[config.mk]
export PLATFORM = sky130hd
export DESIGN_NAME = serial_add_sched
export DESIGN_NICKNAME = d
export VERILOG_FILES = /design/src/rtl/serial_add_pkg.sv /design/src/rtl/dataflow_adder.sv /design/src/rtl/serial_add_sched.sv
export SDC_FILE = /design/constraint.sdc
export NUM_CORES = 1
export LEC_CHECK = 0
export ABC_CLOCK_PERIOD_IN_PS = 2900
export CORE_UTILIZATION = 32
export DETAILED_ROUTE_END_ITERATION = 12
export DONT_BUFFER_PORTS = 1
export REMOVE_ABC_BUFFERS = 1
export SLEW_MARGIN = 20
export SYNTH_ARGS = -nofsm -noshare
export SYNTH_HDL_FRONTEND = slang
export SYNTH_SLANG_ARGS = --single-unit
[constraint.sdc]
create_clock -name clk -period 2.9 [get_ports clk]
set_input_delay 0.58 -clock clk [delete_from_list [all_inputs] [get_ports clk]]
set_output_delay 0.58 -clock clk [all_outputs]
set_load 0.02 [all_outputs]
[src/rtl/serial_add_pkg.sv]
// Shared types for the bit-serial add scheduler.
// State encoding and requester count.
package serial_add_pkg;

  localparam int NREQ = 2;

  typedef enum logic [1:0] {
    IDLE,
    RUN,
    DONE
  } state_t;

endpackage

[src/rtl/dataflow_adder.sv]
// One-bit full adder used as the serial datapath.
// Pure dataflow, no state.
module dataflow_adder (
  input  logic a,
  input  logic b,
  input  logic cin,
  output logic s,
  output logic cout
);

  assign s    = a ^ b ^ cin;
  assign cout = (a & b) | (cin & (a ^ b));

endmodule

[src/rtl/serial_add_sched.sv]
// Two-requester round-robin front end around a
// bit-serial adder, one sum bit per cycle.
module serial_add_sched
  import serial_add_pkg::*;
#(
  parameter int N = 8
) (
  input  logic            clk,
  input  logic            rst,
  input  logic [NREQ-1:0] req_valid,
  output logic [NREQ-1:0] req_ready,
  input  logic [N-1:0]    a0,
  input  logic [N-1:0]    b0,
  input  logic [N-1:0]    a1,
  input  logic [N-1:0]    b1,
  output logic            rsp_valid,
  input  logic            rsp_ready,
  output logic [N-1:0]    rsp_sum,
  output logic            rsp_cout,
  output logic            rsp_id,
  output logic            busy
);

  state_t             state;
  logic [N-1:0]       sa;
  logic [N-1:0]       sb;
  logic [N-1:0]       res;
  logic               c;
  logic [$clog2(N):0] cnt;
  logic               rid;
  logic               last;
  logic [NREQ-1:0]    gnt;
  logic               hs;
  logic               s;
  logic               co;

  dataflow_adder u_add (
    .a    (sa[0]),
    .b    (sb[0]),
    .cin  (c),
    .s    (s),
    .cout (co)
  );

  // Round-robin pick: a tie goes away from the last winner.
  always_comb begin
    gnt = '0;
    if (req_valid == 2'b11)
      gnt = last ? 2'b01 : 2'b10;
    else
      gnt = req_valid;
  end

  assign req_ready = (state == IDLE && !rst) ? gnt : '0;
  assign hs        = |(req_valid & req_ready);
  assign busy      = (state != IDLE);

  // Control FSM and serial datapath; outputs are registered.
  always_ff @(posedge clk) begin
    if (rst) begin
      state     <= IDLE;
      sa        <= '0;
      sb        <= '0;
      res       <= '0;
      c         <= 1'b0;
      cnt       <= '0;
      rid       <= 1'b0;
      last      <= 1'b1;
      rsp_valid <= 1'b0;
      rsp_sum   <= '0;
      rsp_cout  <= 1'b0;
      rsp_id    <= 1'b0;
    end else begin
      unique case (state)
        IDLE: begin
          if (hs) begin
            sa    <= gnt[1] ? a1 : a0;
            sb    <= gnt[1] ? b1 : b0;
            res   <= '0;
            c     <= 1'b0;
            cnt   <= '0;
            rid   <= gnt[1];
            state <= RUN;
          end
        end
        RUN: begin
          sa  <= sa >> 1;
          sb  <= sb >> 1;
          res <= {s, res[N-1:1]};
          c   <= co;
          cnt <= cnt + 1'b1;
          if (int'(cnt) == N - 1) begin
            rsp_valid <= 1'b1;
            rsp_sum   <= {s, res[N-1:1]};
            rsp_cout  <= co;
            rsp_id    <= rid;
            state     <= DONE;
          end
        end
        DONE: begin
          if (rsp_ready) begin
            rsp_valid <= 1'b0;
            rsp_sum   <= '0;
            rsp_cout  <= 1'b0;
            rsp_id    <= 1'b0;
            last      <= rid;
            state     <= IDLE;
          end
        end
        default: state <= IDLE;
      endcase
    end
  end

endmodule
## After elaboration in Yosys (flattened, before gate mapping)

Cells that the tools add are included.

- Output and inout port bits: 14
- Flip-flop bits (word level): 44
- Bits of input ports: 37

- Bitwise operators: 6
- Add/sub/neg operators: 1
- Reduce and logical (&&, ||, !) cells: 12
- Eq/ne operators: 7
- Multiplexer cells: 29

Operators with widths:

| cell | number |
|---|---|
| one-hot mux 8 bit (2 select lines) | 4 |
| two-way mux 8 bit | 7 |
| two-way mux 2 bit | 6 |
| one-hot mux 1 bit (2 select lines) | 4 |
| one-hot mux 4 bit (2 select lines) | 1 |
| inequality test 2 bit (second input constant) | 3 |
| one-hot mux 2 bit (3 select lines) | 1 |
| AND reduction 2 bit | 3 |
| AND reduction 3 bit | 2 |
| nonzero test 2 bit | 3 |
| two-way mux 1 bit | 5 |
| adder 4 x 1 -> 4 bit (second input constant) | 1 |
| equality test 2 bit (second input constant) | 2 |
| equality test 4 bit (second input constant) | 1 |
| two-way mux 4 bit | 1 |
| bitwise AND 1 bit | 2 |
| bitwise AND 2 bit | 1 |
| equality test 2 x 1 -> 1 bit (second input constant) | 1 |
| zero test 2 bit | 1 |
| OR reduction 2 bit | 1 |
| bitwise XOR 1 bit | 2 |
| logical AND 1 bit | 1 |
| zero test 1 bit | 1 |
| OR 1 bit | 1 |

## Longest topological paths before layout

Gate-level depths: netlist (run 1).

- Depth after elaboration: 7
- Mapped depth: 5

## By module

Synthesis (run 1) repeated with hierarchy kept, for this count alone.

- Cells, all modules: 226
- Area total of the unflattened synthesis: 1980.6 µm²

Modules (own cells, without submodules):

| module | area each (µm²) | cells each | times used |
|---|---|---|---|
| serial_add_sched | 1960.6 | 225 | 1 |
| dataflow_adder | 20.0 | 1 | 1 |

## Worst setup path after synthesis (run 1)

Ideal clock, no wire load.

- Kind: in2out
- Start: input port req_valid[1]
- End: output port req_ready[1]
- Stages on the path: 4
- Path buffers: 2
- Path slack: 0.885 ns
- Data arrival time: 1.435 ns
- Cells stage by stage: a21bo_2 buf_4 buf_2 nor2_1

- Longest elaborated chain between the ends: 3

RTL lines:

| what | RTL line | source |
|---|---|---|
| start: declaration | serial_add_sched.sv:10 | `input logic [NREQ-1:0] req_valid,` |
| equality test 2 bit | serial_add_sched.sv:48 | `if (req_valid == 2'b11)` |
| two-way mux 2 bit (*) | serial_add_sched.sv:48 |  |
| two-way mux 2 bit (*) | serial_add_sched.sv:54 | `assign req_ready = (state == IDLE && !rst) ? gnt : '0;` |
| end: declaration | serial_add_sched.sv:11 | `output logic [NREQ-1:0] req_ready,` |

Every way passes the cells marked *; elsewhere a longest branch is shown, timed or not.

## Worst setup path after layout (run 1)

- Start: register state[1]
- End: output port req_ready[0]

- Longest elaborated chain between the ends: 3

RTL lines:

| what | RTL line | source |
|---|---|---|
| start: declaration | serial_add_sched.sv:24 | `state_t state;` |
| start signal: assignment | serial_add_sched.sv:61 | `state <= IDLE;` |
| start signal: assignment | serial_add_sched.sv:83 | `state <= RUN;` |
| start signal: assignment | serial_add_sched.sv:97 | `state <= DONE;` |
| zero test 2 bit | serial_add_sched.sv:54 |  |
| logical AND 1 bit | serial_add_sched.sv:54 |  |
| two-way mux 2 bit | serial_add_sched.sv:54 |  |

Every way passes these cells.

==> flow_results.org, run 1 <==
** STA
- Derived from the worst setup path, the maximum achievable clock frequency is 463 MHz.
- Across all hold checks on the routed design, the worst slack comes to 0.346 ns.
- The hold violation total from the final report is 0.
- Max-slew violation count :: 0
- Post-route clock skew :: 0.00278 ns
- Setup tns final :: 0 ns
- RSZ-0062 raised after global routing :: false
- Dividing the final minimum period by the clock period gives 74.4%.
- For the pin with the worst max-slew slack, the measured transition is 0.630 ns.
- Number of failing setup endpoints in the final timing report :: 0
- Measured against its own limit, the worst slew margin works out to 57.8%.
- Final worst path period need :: 2.16 ns

** Hold path
- Along the worst hold path, the cell count comes to 1.
- Worst hold-check path type :: in2reg
- HP Start :: rst
- Worst min-delay path endpoint :: rsp_sum[6]$_SDFFE_PP0P_

** Clock tree
- Number of sinks on the clock net :: 43
- The root buffer cell chosen for the clock tree is clkbuf_8.
- In this run, post-CTS hold repair placed 0 buffers.
- Buffers inserted during clock tree synthesis total 5.
- Clock tree from TritonCTS :: yes
- Buffer levels on the longest clock path :: 2
- H-tree depth reported by CTS :: 2
- In this run, post-CTS repair resized a total of 0 instances.
- Clock transition at path regs :: 0.08 ns
- Post-CTS timing repair inserted 0 buffers for setup.
- The clock reaches the later pin of the worst-skew pair after 0.29 ns.

** Drt
- Routed vias/inst :: 5.28
- Wires add up to 4160 um.
- DR pass1 iterations :: 4
- The detailed router finished its first iteration with 64 violations.
- In this run the remaining antenna-violating nets after routing total 0.
- Via count :: 1494
- WL per Instance :: 14.7 um
- # DRC :: 0

** Flow run
- Number of violations of the max-capacitance limit :: 0

** Global route
- First-pass GRT wire length :: 6690 um
- Entering global routing, the biggest net connects 25 pins.
- The initial antenna violation count was 0.
- The number of global-route vias before repair came to 1351.
- Global routing consumed, over all layers together, 13.5% of the routing resources.
- Remaining global-route overflow :: 0

** Synthesis
- Top cells by area, synth :: dfxtp_1, o221ai_2, mux2i_1, a21oi_1, a22o_1
- Cell area after synthesis :: 2010 sq um
- Share of flip-flops with an asynchronous set or reset after synthesis :: 0%
- Post-synth top flop :: dfxtp_1
- Cell variety after synth :: 40
- The most common cell in the synthesized netlist is dfxtp_1.
- Library cell occupying the most area in the post-synthesis netlist :: dfxtp_1
- By count the netlist is led by dfxtp_1, nand2_1, inv_1.
- Post-synthesis sequential element count :: 43
- Of the post-synthesis cell area, the dominant cell type holds 42.9%.
- For this run, the number of Yosys warnings is 0.
- Yosys mapped a number of flops with a built-in enable equal to 0.
- Sequential area share after synthesis :: 42.9%
- Each instance of the synthesized netlist takes up on average 9.42 sq um.
- Synthesized netlist cell count :: 213

** Setup path
- Dominant delay contributor by cell family on the critical path :: simple AND/OR/NAND/NOR gates
- CP Launch Type :: flop
- Max incr delay on CP :: 0.51 ns
- Crit Path Category :: reg2out
- Flop-to-flop setup slack :: 1.30 ns
- List of cells traversed by the critical path :: or3_1 -> nor2_1
- The worst register-to-register path ends at cnt[3]$_SDFFE_PP0P_.
- Buf/Inv on CP :: 0
- R2R cell count :: 3
- STA classifies the critical path endpoint as an output port.
- Data arrives at the worst endpoint at 1.58 ns.
- Of all nets on the critical path, the largest fanout is 14.
- Worst Path Required :: 2.32 ns
- Worst flop-to-flop path startpoint :: state[0]$_SDFFE_PP0P_
- Worst-path cell with the longest stage delay :: or3_1

** Pwr
- Across the VDD grid, the largest voltage drop is 204 uV.
- The analysis attributes to cell leakage a power of 0.777 nW.
- Power spread over the standard cell area amounts to 544 nW/um^2.

** Die
- Measured along the x axis, the die boundary spans 81.2 um.
- The floorplan step defined a die boundary enclosing 6590 sq um.
- During I/O placement, the number of pins put on the boundary was 51.
- Standard-cell rows :: 28
- Std-Cell Core Area :: 5990 sq um
- Die boundary height :: 81.2 um
- Starting Density :: 33.5%

** Final layout
- Fraction of final layout cells with drive strength greater than 1 :: 13.0%
- Area growth from synthesis to final layout :: 5.74%
- ANT cells :: 0
- Number of inserted filler cells in the final layout :: 599
- For this run, the post-layout net count is 246.
- Cells fill 35.4% of the core in the end.
- The finished layout holds 283 standard cells, fillers aside.

** Placed design
- Post-DP HPWL :: 2850 um
- Buffers placed on the I/O ports in this run total 0.
- In this run, placement finished with an instance count of 275.
- Routability-driven placement finished with a final weighted congestion of 0.702.

** Outcome
- The run finished with clean final reports.
## logic make-up after synthesis
| family | after synthesis | synth area share, % |
|---|---|---|
| buffers and inverters | 33 | 7.29 |
| adders and majority gates | 2 | 1.62 |
| muxes | 13 | 6.48 |
| AOI/OAI and AO/OA | 67 | 27.6 |
| DFF | 43 | 42.9 |
| and+or+nand+nor | 55 | 14.1 |
## layout make-up
class	count	area [sq um]	area share, %
clock buffers	7	76.3	3.60
multi-input cells	137	1000	47.1
clock inverters	1	5.00	0.236
well taps	75	93.8	4.42
inverters	17	63.8	3.01
repair buffers	3	22.5	1.06
flip-flops and latches	43	861	40.6
## metrics by stage
| stage | cell area [sq um] | setup WS (ns) | power, mW |
|---|---|---|---|
| after floorplan | 1920 | 1.03 | 0.769 |
| after global placement | 2040 | 0.983 | 0.806 |
| after detailed placement | 2040 | 0.975 | 0.808 |
| after CTS | 2120 | 0.736 | 1.17 |
| after global routing | 2120 | 0.659 | 1.22 |
| final | 2120 | 0.741 | 1.15 |
## how the worst max path moves through the flow
stage	start	to	slack (ns)	cells after the start
detailed placement	req_valid[1]	req_ready[1]	0.98	2
floorplan	rst	req_ready[0]	1.03	2
global route	state[1]$_SDFFE_PP0P_	req_ready[1]	0.66	2
global placement	req_valid[1]	req_ready[1]	0.98	2
CTS	state[1]$_SDFFE_PP0P_	req_ready[1]	0.74	2
finish	state[1]$_SDFFE_PP0P_	req_ready[0]	0.74	2
## flip-flops by register name, summed over array words and instances, names as in the netlist, 2 cells and up
register,cells
res,7
rsp_sum,8
sb,8
state,2
cnt,4
sa,8
## routing by layer
| layer | global-route usage, % | up-vias | share of wire (%) |
|---|---|---|---|
| li1 | - | 757 | - |
| met3 | 4.27 | 7 | 6.5 |
| met5 | 0 | - | 0 |
| met1 | 18.0 | 686 | 47 |
| met4 | 5.36 | 0 | 1.4 |
| met2 | 20.0 | 44 | 45 |
## cells in the final DEF, fill, tap and decap left out, types with 2 or more instances in the layout
| cell type | instances |
|---|---|
| a21oi_1 | 16 |
| a22o_1 | 9 |
| a311oi_1 | 2 |
| buf_4 | 3 |
| clkbuf_1 | 2 |
| clkbuf_8 | 5 |
| dfxtp_1 | 43 |
| inv_1 | 17 |
| mux2i_1 | 13 |
| nand2_1 | 19 |
| nand2b_1 | 3 |
| nand3_1 | 11 |
| nand3b_1 | 2 |
| nor2_1 | 5 |
| nor2b_1 | 3 |
| nor3_1 | 3 |
| o211ai_1 | 10 |
| o21ai_0 | 7 |
| o21ba_2 | 2 |
| o221ai_1 | 4 |
| o221ai_2 | 9 |
| or2_2 | 2 |
## power breakdown
part           internal [mW]  switching, mW  leakage, nW
sequential             0.622         0.0205        0.350
combinational         0.0593         0.0901        0.384
clock                  0.169          0.192       0.0422
total                  0.851          0.303        0.777
(Power assumes the default switching activity.)
==> run 2: changes to the inputs <==
--- a/config.mk
+++ b/config.mk
@@ -5,7 +5,7 @@
 export SDC_FILE = /design/constraint.sdc
 export NUM_CORES = 1
 export LEC_CHECK = 0
-export ABC_CLOCK_PERIOD_IN_PS = 2900
+export ABC_CLOCK_PERIOD_IN_PS = 1900
 export CORE_UTILIZATION = 32
 export DETAILED_ROUTE_END_ITERATION = 12
 export DONT_BUFFER_PORTS = 1
==> constraint.sdc (replaced) <==
create_clock -name clk -period 1.9 [get_ports clk]
set_input_delay 0.38 -clock clk [delete_from_list [all_inputs] [get_ports clk]]
set_output_delay 0.38 -clock clk [all_outputs]
set_load 0.02 [all_outputs]
==> flow_results.org, run 2 (synthesis gave the netlist of run 1 again) <==
** Die
- For this configuration, the core starts out at a cell density of 33.5%.
- The core region is 5990 sq um.
- Standard-cell rows :: 28
- I/O Pins :: 51
- Die boundary height :: 81.2 um
- Total die area :: 6590 sq um
- Measured along the x axis, the die boundary spans 81.2 um.

** Final layout
- Area growth from synthesis to final layout :: 8.85%
- The largest registers in the layout are rsp_sum (8), sa (8), sb (8).
- Nets :: 251
- Most frequent cells in the layout :: dfxtp_1, nand2_1, inv_1, a21oi_1, mux2i_1
- Fraction of final layout cells with drive strength greater than 1 :: 16.4%
- Leaving out fill and tap cells, the most frequent cell in the layout is dfxtp_1.
- The number of antenna diodes in the final layout is 0.

** STA
- Setup repair after global routing left no endpoint under its margin.
- Setup tns final :: 0 ns
- At the pin with the least slew margin, the transition time is 0.508 ns.
- Max-slew headroom :: 65.9%
- The clock arrives with 0.00374 ns of skew.
- Derived from the worst setup path, the maximum achievable clock frequency is 570 MHz.
- Final worst path period share :: 92.4%
- Across all hold checks on the routed design, the worst slack comes to 0.145 ns.
- Setup violations remaining at the end of the flow were counted as 0.
- Subtracting the final worst setup slack from the clock period gives 1.76 ns.
- Count of endpoints failing hold in the final timing report :: 0
- Max-slew violation count :: 0

** Setup path
- Crit-path max FO :: 14
- Max incr delay on CP :: 0.44 ns
- The worst setup path is launched from a flop.
- Crit Path Category :: reg2out
- At the worst endpoint, the arrival time is 1.38 ns.
- Worst Path Required :: 1.52 ns
- Crit end category :: output port
- List of cells traversed by the critical path :: or3_4 -> nor2_1 -> buf_4
- Worst-path cell with the longest stage delay :: or3_4

** Pwr
- Clock network fraction of total power :: 34.3%
- In this run switching power makes up 25.6% of total power.
- Sequential cells burn 52.7% of the power.
- Internal cell power :: 1.39 mW
- Dividing total power by cell area gives a power density of 852 nW/um^2.
- The worst-case IR drop observed on VDD is 394 uV.
- In this run the power spent charging and discharging nets is 0.477 mW.
- Total leakage power :: 0.813 nW
- Per report_power, the combinational group accounts for 13.0% of the total.

** Drt
- The detail route stage leaves a number of antenna-violating nets equal to 0.
- For this block, the routed nets add up to 4220 um of wire.
- The routed layout has 1520 vias.
- DR WL met2 :: 1890 um
- Dividing the detail-routed via count by the number of cells gives 5.28.
- In the final routing, the length of wire on met1 measures 2050 um.
- DRC marker count from the first detailed-route iteration :: 69
- The first detailed-routing pass took 4 iterations.
- In the final routed layout, each cell accounts on average for 14.6 um.
- The routed design uses 262 um of met3 wire.
- In the routed design, unresolved DRC markers number 0.
- Highest signal layer in the routed design :: met4

** Placed design
- At the end of routability-driven placement, the weighted congestion stood at 0.730.
- After legalization and detailed placement, the total HPWL measured 2950 um.
- Buffers placed on the I/O ports in this run total 0.

** Global route
- Entering global routing, the biggest net connects 25 pins.
- The number of global-route vias before repair is 1431.
- First-pass GRT wire length :: 6970 um
- Remaining global-route overflow :: 0
- Global routing consumed, over all layers together, 13.8% of the routing resources.
- Antenna violations before repair :: 0

** Clock tree
- At the later pin of the worst-skew pair, clock insertion delay measures 0.29 ns.
- Clock buffers created by TritonCTS :: 5
- Clock tree root driver cell :: clkbuf_8
- Counting along the longest clock path gives a buffer depth of 2.
- TritonCTS built the clock tree.
- The H-tree was split into 2 levels.
- Buffers inserted to repair hold after CTS numbered 0.
- Clock-pin slew was measured on the worst setup and hold paths at 0.08 ns.
- Number of sinks on the clock net :: 43

** Outcome
- Status :: finished clean

** Hold path
- The min-delay analysis places its worst path in the category in2reg.

** Flow run
- Number of violations of the max-capacitance limit :: 0
## run 2: timing repair
| action | CTS | global route |
|---|---|---|
| resized for setup | 1 | 1 |
| buffers inserted | 0 | 0 |
| endpoints found under the setup margin | 1 | 2 |
| endpoints found under the hold margin | 0 | 0 |
## run 2: critical path: cells and delay by family (launching register included)
family	cells	cell delay, ns
simple gates	2	0.56
flops	1	0.39
buf+inv	1	0.14
## run 2: through the flow
stage | cell area, sq um | setup slack, ns | std cells | utilization, % | total power [mW]
2_1_floorplan | 1920 | 0.225 | 197 | - | 1.17
4_1_cts | 2180 | 0.0529 | 288 | 36.4 | 1.88
3_5_place_dp | 2080 | 0.331 | 280 | 34.7 | 1.25
5_1_grt | 2180 | 0.0641 | 288 | 36.5 | 1.96
6_report | 2180 | 0.144 | 288 | 36.5 | 1.86
3_3_place_gp | 2080 | 0.349 | 280 | 34.7 | 1.24
## run 2: per-layer routing
| metal | track usage [%] | up-vias |
|---|---|---|
| met2 | 21.3 | 40 |
| met3 | 5.73 | 2 |
| li1 | - | 778 |
| met4 | 3.04 | 0 |
| met5 | 0 | - |
| met1 | 17.9 | 700 |
## run 2: worst paths after layout
path | end | slack, ns | cells past startpoint | startpoint
worst max-delay path | req_ready[1] | 0.14 | 3 | state[1]$_SDFFE_PP0P_
worst min-delay path | state[1]$_SDFFE_PP0P_ | 0.15 | 1 | rst
worst max register to register | rsp_sum[3]$_SDFFE_PP0P_ | 0.44 | 4 | cnt[0]$_SDFFE_PP0P_
worst min register to register | sa[0]$_SDFFE_PP0P_ | 0.46 | 2 | sa[1]$_SDFFE_PP0P_
## run 2: cell type report
| cell class | count | area, sq um |
|---|---|---|
| Sequential cell | 43 | 862 |
| Fill cell | 619 | 3810 |
| Inverter | 17 | 63.8 |
| Multi-Input combinational cell | 137 | 1000 |
| Timing Repair Buffer | 8 | 60.1 |
| Clock buffer | 8 | 100 |
| Tap cell | 75 | 93.8 |
## run 2: power by group through the flow
| stage | Sequential [mW] | Combinational, mW | Clock (mW) |
|---|---|---|---|
| floorplan | 0.994 | 0.180 | 0 |
| global placement | 1.00 | 0.241 | 0 |
| detailed placement | 1.00 | 0.243 | 0 |
| CTS | 0.982 | 0.246 | 0.656 |
| global route | 0.990 | 0.270 | 0.700 |
| finish | 0.982 | 0.242 | 0.639 |
